$ cat config.mk
export PLATFORM = sky130hd
export DESIGN_NAME = morse_tone_gen
export DESIGN_NICKNAME = d
export VERILOG_FILES = /design/src/rtl/morse_tone_gen.sv
export SDC_FILE = /design/constraint.sdc
export NUM_CORES = 1
export LEC_CHECK = 0
export BUFFER_PORTS_ARGS = -buffer_cell sky130_fd_sc_hd__buf_4
export CAP_MARGIN = 20
export CELL_PAD_IN_SITES_DETAIL_PLACEMENT = 0
export CELL_PAD_IN_SITES_GLOBAL_PLACEMENT = 1
export CORE_MARGIN = 3
export CORE_UTILIZATION = 47
export DETAILED_ROUTE_END_ITERATION = 7
export MAX_ROUTING_LAYER = met4
export PLACE_DENSITY_LB_ADDON = 0.12
export SLEW_MARGIN = 0
export SYNTH_ARGS = -nofsm -noshare
export SYNTH_HDL_FRONTEND = slang
export SYNTH_SLANG_ARGS = --single-unit
$ cat constraint.sdc
create_clock -name clk -period 3.9 [get_ports clk]
set_input_delay 0.39 -clock clk [delete_from_list [all_inputs] [get_ports clk]]
set_output_delay 0.39 -clock clk [all_outputs]
set_load 0.02 [all_outputs]
$ cat src/rtl/morse_tone_gen.sv
// -----------------------------------------------------------------------------
// morse_tone_gen
//   N-channel square-wave tone generator for the Morse translator audio path.
//   Each channel toggles its speaker pin every half[i] clocks while its gate is
//   high. When the gate drops during a high phase, that phase runs to its end
//   (drain) so a tone never stops mid-high-phase. Half-periods can be changed
//   at runtime; a running channel picks up a new value at its next reload.
//
//   Optional feature macro: MORSE_MIX_OUT_EN
//     defined   -> first-order sigma-delta mix of all tones onto 'mix'
//     undefined -> 'mix' tied low, no accumulator
//
// Ports
//   clk       system clock
//   rst       synchronous reset, active-high, overrides everything
//   gate      per-channel tone request (level)
//   cfg_we    half-period write strobe (one-cycle pulse)
//   cfg_ch    channel index for the write
//   cfg_half  new half-period in clk cycles (must be >= 2)
//   tone      registered square-wave outputs
//   active    registered "channel running or draining" flags
//   cfg_err   one-cycle pulse after a rejected write
//   mix       mixed PWM output (see macro above)
// -----------------------------------------------------------------------------
module morse_tone_gen #(
  parameter int                        NUM_CH   = 2,
  parameter int                        CNT_W    = 18,
  parameter logic [NUM_CH*CNT_W-1:0]   DEF_HALF = {18'd255102, 18'd113636},
  localparam int                       CH_W     = (NUM_CH > 1) ? $clog2(NUM_CH) : 1
) (
  input  logic              clk,
  input  logic              rst,
  input  logic [NUM_CH-1:0] gate,
  input  logic              cfg_we,
  input  logic [CH_W-1:0]   cfg_ch,
  input  logic [CNT_W-1:0]  cfg_half,
  output logic [NUM_CH-1:0] tone,
  output logic [NUM_CH-1:0] active,
  output logic              cfg_err,
  output logic              mix
);

  typedef enum logic [1:0] {IDLE, RUN, DRAIN} state_e;

  state_e            state_q [NUM_CH];
  state_e            state_d [NUM_CH];
  logic [CNT_W-1:0]  cnt_q   [NUM_CH];
  logic [CNT_W-1:0]  cnt_d   [NUM_CH];
  logic [CNT_W-1:0]  half_q  [NUM_CH];
  logic [NUM_CH-1:0] tone_d;
  logic [NUM_CH-1:0] active_d;
  logic              cfg_ok;

  // Channel index is widened by one bit so the range check stays meaningful
  // when NUM_CH is a power of two.
  assign cfg_ok = cfg_we
               && ({1'b0, cfg_ch} < (CH_W+1)'(NUM_CH))
               && (cfg_half >= CNT_W'(2));

  // ---------------------------------------------------------------------------
  // Configuration registers
  // ---------------------------------------------------------------------------
  // NOTE: the half-period array is deliberately reset: it is a handful of
  // flops, not a RAM, and must come back to the default tones after rst.
  always_ff @(posedge clk) begin
    if (rst) begin
      for (int i = 0; i < NUM_CH; i++) half_q[i] <= DEF_HALF[i*CNT_W +: CNT_W];
      cfg_err <= 1'b0;
    end else begin
      for (int i = 0; i < NUM_CH; i++)
        if (cfg_ok && (cfg_ch == CH_W'(i))) half_q[i] <= cfg_half;
      cfg_err <= cfg_we && !cfg_ok;
    end
  end

  // ---------------------------------------------------------------------------
  // Per-channel FSM: state register
  // ---------------------------------------------------------------------------
  // NOTE: sequential state uses non-blocking assignments only, so every flop
  // samples the pre-edge values regardless of statement order.
  always_ff @(posedge clk) begin
    if (rst) begin
      for (int i = 0; i < NUM_CH; i++) begin
        state_q[i] <= IDLE;
        cnt_q[i]   <= '0;
      end
      tone   <= '0;
      active <= '0;
    end else begin
      for (int i = 0; i < NUM_CH; i++) begin
        state_q[i] <= state_d[i];
        cnt_q[i]   <= cnt_d[i];
      end
      tone   <= tone_d;
      active <= active_d;
    end
  end

  // ---------------------------------------------------------------------------
  // Per-channel FSM: next-state logic
  // ---------------------------------------------------------------------------
  // NOTE: every combinational output is given a default before the case so no
  // path leaves it unassigned (which would infer a latch).
  always_comb begin
    for (int i = 0; i < NUM_CH; i++) begin
      state_d[i] = state_q[i];
      unique case (state_q[i])
        IDLE:  if (gate[i]) state_d[i] = RUN;
        // A high phase that still has cycles left is drained; a high phase
        // ending on this very edge or any low phase stops immediately.
        RUN:   if (!gate[i]) state_d[i] = (tone[i] && cnt_q[i] != '0) ? DRAIN : IDLE;
        DRAIN: begin
          if (gate[i])               state_d[i] = RUN;
          else if (cnt_q[i] == '0)   state_d[i] = IDLE;
        end
        default: state_d[i] = IDLE;
      endcase
    end
  end

  // ---------------------------------------------------------------------------
  // Per-channel FSM: counter / output logic
  // ---------------------------------------------------------------------------
  always_comb begin
    for (int i = 0; i < NUM_CH; i++) begin
      cnt_d[i]    = cnt_q[i];
      tone_d[i]   = tone[i];
      active_d[i] = (state_d[i] != IDLE);
      unique case (state_q[i])
        IDLE: begin
          if (gate[i]) begin
            cnt_d[i]  = half_q[i] - CNT_W'(1);
            tone_d[i] = 1'b1;
          end
        end
        RUN, DRAIN: begin
          if (state_d[i] == IDLE) begin
            cnt_d[i]  = '0;
            tone_d[i] = 1'b0;
          end else if (cnt_q[i] == '0) begin
            // Reload reads the current register, so a write landing on this
            // same edge only takes effect at the following reload.
            cnt_d[i]  = half_q[i] - CNT_W'(1);
            tone_d[i] = ~tone[i];
          end else begin
            cnt_d[i]  = cnt_q[i] - CNT_W'(1);
          end
        end
        default: begin
          cnt_d[i]  = '0;
          tone_d[i] = 1'b0;
        end
      endcase
    end
  end

  // ---------------------------------------------------------------------------
  // Optional sigma-delta mixer
  // ---------------------------------------------------------------------------
`ifdef MORSE_MIX_OUT_EN
  // acc < NUM_CH and popcount <= NUM_CH, so the sum fits in CH_W+1 bits.
  logic [CH_W:0] acc_q;
  logic [CH_W:0] mix_sum;

  always_comb begin
    mix_sum = acc_q;
    for (int i = 0; i < NUM_CH; i++) mix_sum = mix_sum + (CH_W+1)'(tone[i]);
  end

  always_ff @(posedge clk) begin
    if (rst) begin
      acc_q <= '0;
      mix   <= 1'b0;
    end else if (mix_sum >= (CH_W+1)'(NUM_CH)) begin
      acc_q <= mix_sum - (CH_W+1)'(NUM_CH);
      mix   <= 1'b1;
    end else begin
      acc_q <= mix_sum;
      mix   <= 1'b0;
    end
  end
`else
  assign mix = 1'b0;
`endif

endmodule
==> results.md <==
* Final Hold Slack at 334 ps
* Final setup TNS at 0 ps
* CTS tree: yes
* Die H at 112 um
* Worst Setup End Kind: register
* Fmax at 333 MHz
* Die area at 0.0126 mm2
* CTS Hold Bufs at 0
* HPWL after DPL at 9590 um
* Maxcap violations at 0
* YS warnings at 0
* Drt via density at 5.96
* Final wirelength at 13100 um
* First-pass GRT wire length at 22000 um
* Avg WL per Cell at 17.1 um
* RSZ-0062 raised after global routing: false
* Final hold vios at 0
* Starting density of the core at 0.486
* Worst path required time at 4130 ps
* Period utilisation layout at 0.771
* CTS clk-pin slew, worst paths at 60 ps
* Layout area overhead at 10.7%
* GRT Total Usage at 0.220
* Worst slew pin tran at 855 ps
* PD cells at 456 mW/mm2
* Nets at 658
* GPL Wtd Cong at 0.846
* Post-Syn Nets at 652
* TritonCTS Buffers at 9
* Final Power at 0.00268 W
* Clk_lat worst skew at 340 ps
* Critical path arrival at 3240 ps
* Final Setup Violations at 0
* Std cell rows at 38
* CP Launch Type: register
* ANT nets after route at 0
* Mean Syn Cell Area at 8.63 um2
* Iter 0 DRT Violations at 367
* Core Region at 0.0109 mm2
* DRC Markers at 0
* Leak Pwr at 2.12 nW
* Number of fillers in the final layout at 1026
* Slew Viols, Final at 0
* Finished Layout Cells at 767
* Primary FF master, synth: dfxtp_1
* Worst R2R Setup Slack at 890 ps
* Root Buffer: clkbuf_16
* Vias at 4573
* Rel. slew slack at 0.430
* Seq cells post-synth at 81
* CP max-delay cell: a2bb2oi_1
* Clk buf depth at 2
* # port buffers at 28
* Initial antenna violation count at 0
* Clock sink total at 81
* Peak supply drop at 0.330 mV
* Io pins at 30
* Pin count of the biggest net entering global routing at 39
* Die width at 112 um
* Placed Cells at 751
* Vias in the first global route at 4277
* Final worst path period need at 3010 ps
* Layout cells sized above 1 at 0.100
* Cts repair resizes at 0
* Gate Count Post-Synth at 616
* EDFF count, synth at 36
* Post-synthesis sequential area ratio at 0.373
* Drt pass-1 iters at 5
* WS Path Type: reg -> reg
* CP Max Fanout at 11
* Synth async-reset ratio at 0
* Fin Clk Skew at 2.54 ps
* Cell area after synthesis at 0.00532 mm2
* H-tree depth at 3
* Total setup buffers inserted after CTS at 0
* Hold Crit Class: in -> reg
* GR Overflow Total at 0
* CP Cell Sequence: inv_1 > ha_1 > a21o_1 > a221oi_1 > a2bb2oi_1 > a211o_1 > nor2_1 > a32o_1
* Outcome: completed
* CP peak stage delay at 580 ps
* Count of cell types in the netlist at 64
* Diodes inserted at 0
## state kept, by name, indices dropped and copies added (netlist names)
register and count:
state_q 4, cfg_err 1, cnt_q 36, active 2
half_q 36, tone 2
## kinds of logic after synthesis
kind of cell / share of synthesized area
mux: 0.0191
flops: 0.373
fa+ha+maj: 0.0282
other cells: 0.000705
xor+xnor: 0.0840
buf+inv: 0.0487
simple gates: 0.245
compound gates: 0.202
## cell type report
type / instances / area, um2 / share of cell area
Tap cell: 140 / 175 / 0.0298
Timing Repair Buffer: 33 / 248 / 0.0421
Inverter: 27 / 101 / 0.0172
Sequential cell: 81 / 1980 / 0.337
Clock buffer: 10 / 229 / 0.0389
Clock inverter: 6 / 73.8 / 0.0125
Multi-Input combinational cell: 470 / 3080 / 0.523
## per-stage QoR
step	setup WS [ps]	area, um2	utilization
floorplan	1140	5320	-
global placement	961	5580	0.511
detailed placement	939	5580	0.511
CTS	907	5890	0.538
global route	603	5890	0.538
finish	895	5890	0.538
## routing by layer
layer  track usage  up-vias  wire (um)
li1              -     2280          -
met1         0.325     2162       6780
met2         0.310      121       5520
met3        0.0474       10        708
met4        0.0505        0        138
met5             -        -          0
## placed cells by master (no fill, tap or decap), types with 15 or more instances in the layout
| cell | count |
|---|---|
| nor2_1 | 45 |
| dfxtp_1 | 45 |
| nand2_1 | 38 |
| a21oi_1 | 37 |
| edfxtp_1 | 36 |
| buf_4 | 33 |
| nor3_1 | 29 |
| o21ai_0 | 28 |
| inv_1 | 27 |
| nand2b_1 | 27 |
| xnor2_1 | 27 |
| xor2_1 | 24 |
| nor4_1 | 21 |
| nor2b_1 | 15 |
## critical path, delay by kind of cell, from the launching register on
family,cells,cell delay [ps]
AOI/OAI and AO/OA,5,1820
DFF,1,480
adders and majority gates,1,340
and+or+nand+nor,1,160
buffers and inverters,1,110
## worst paths after layout
kind / startpoint / to / cells after the start
setup / recovery: state_q[0][0] / cnt_q[0][15] / 8
hold / removal: cfg_half[8] / half_q[0][8] / 2
setup reg to reg: state_q[0][0] / cnt_q[0][15] / 8
hold reg to reg: cnt_q[0][7] / cnt_q[0][7] / 1
## cells in the mapped netlist (all sizes together) (13+ instances only)
cell	instances	area, um2
o21ai	28	140
nand2b	27	169
xnor2	27	236
xor2	24	210
nor2b	15	93.8
and2	15	96.4
inv	27	101
nor3	30	155
clkbuf	29	109
dfxtp	45	901
nor4	21	131
nand3	13	65.1
nand2	38	143
a21oi	37	185
edfxtp	36	1080
o22ai	13	81.3
nor2	45	169
## where the power goes
part / total [W] / switching (W) / internal [W]
Sequential: 0.00107 / 0.0000962 / 0.000978
Clock: 0.000877 / 0.000371 / 0.000506
Combinational: 0.000732 / 0.000428 / 0.000304
Total: 0.00268 / 0.000895 / 0.00179
Power figures use the tool's default switching activity.
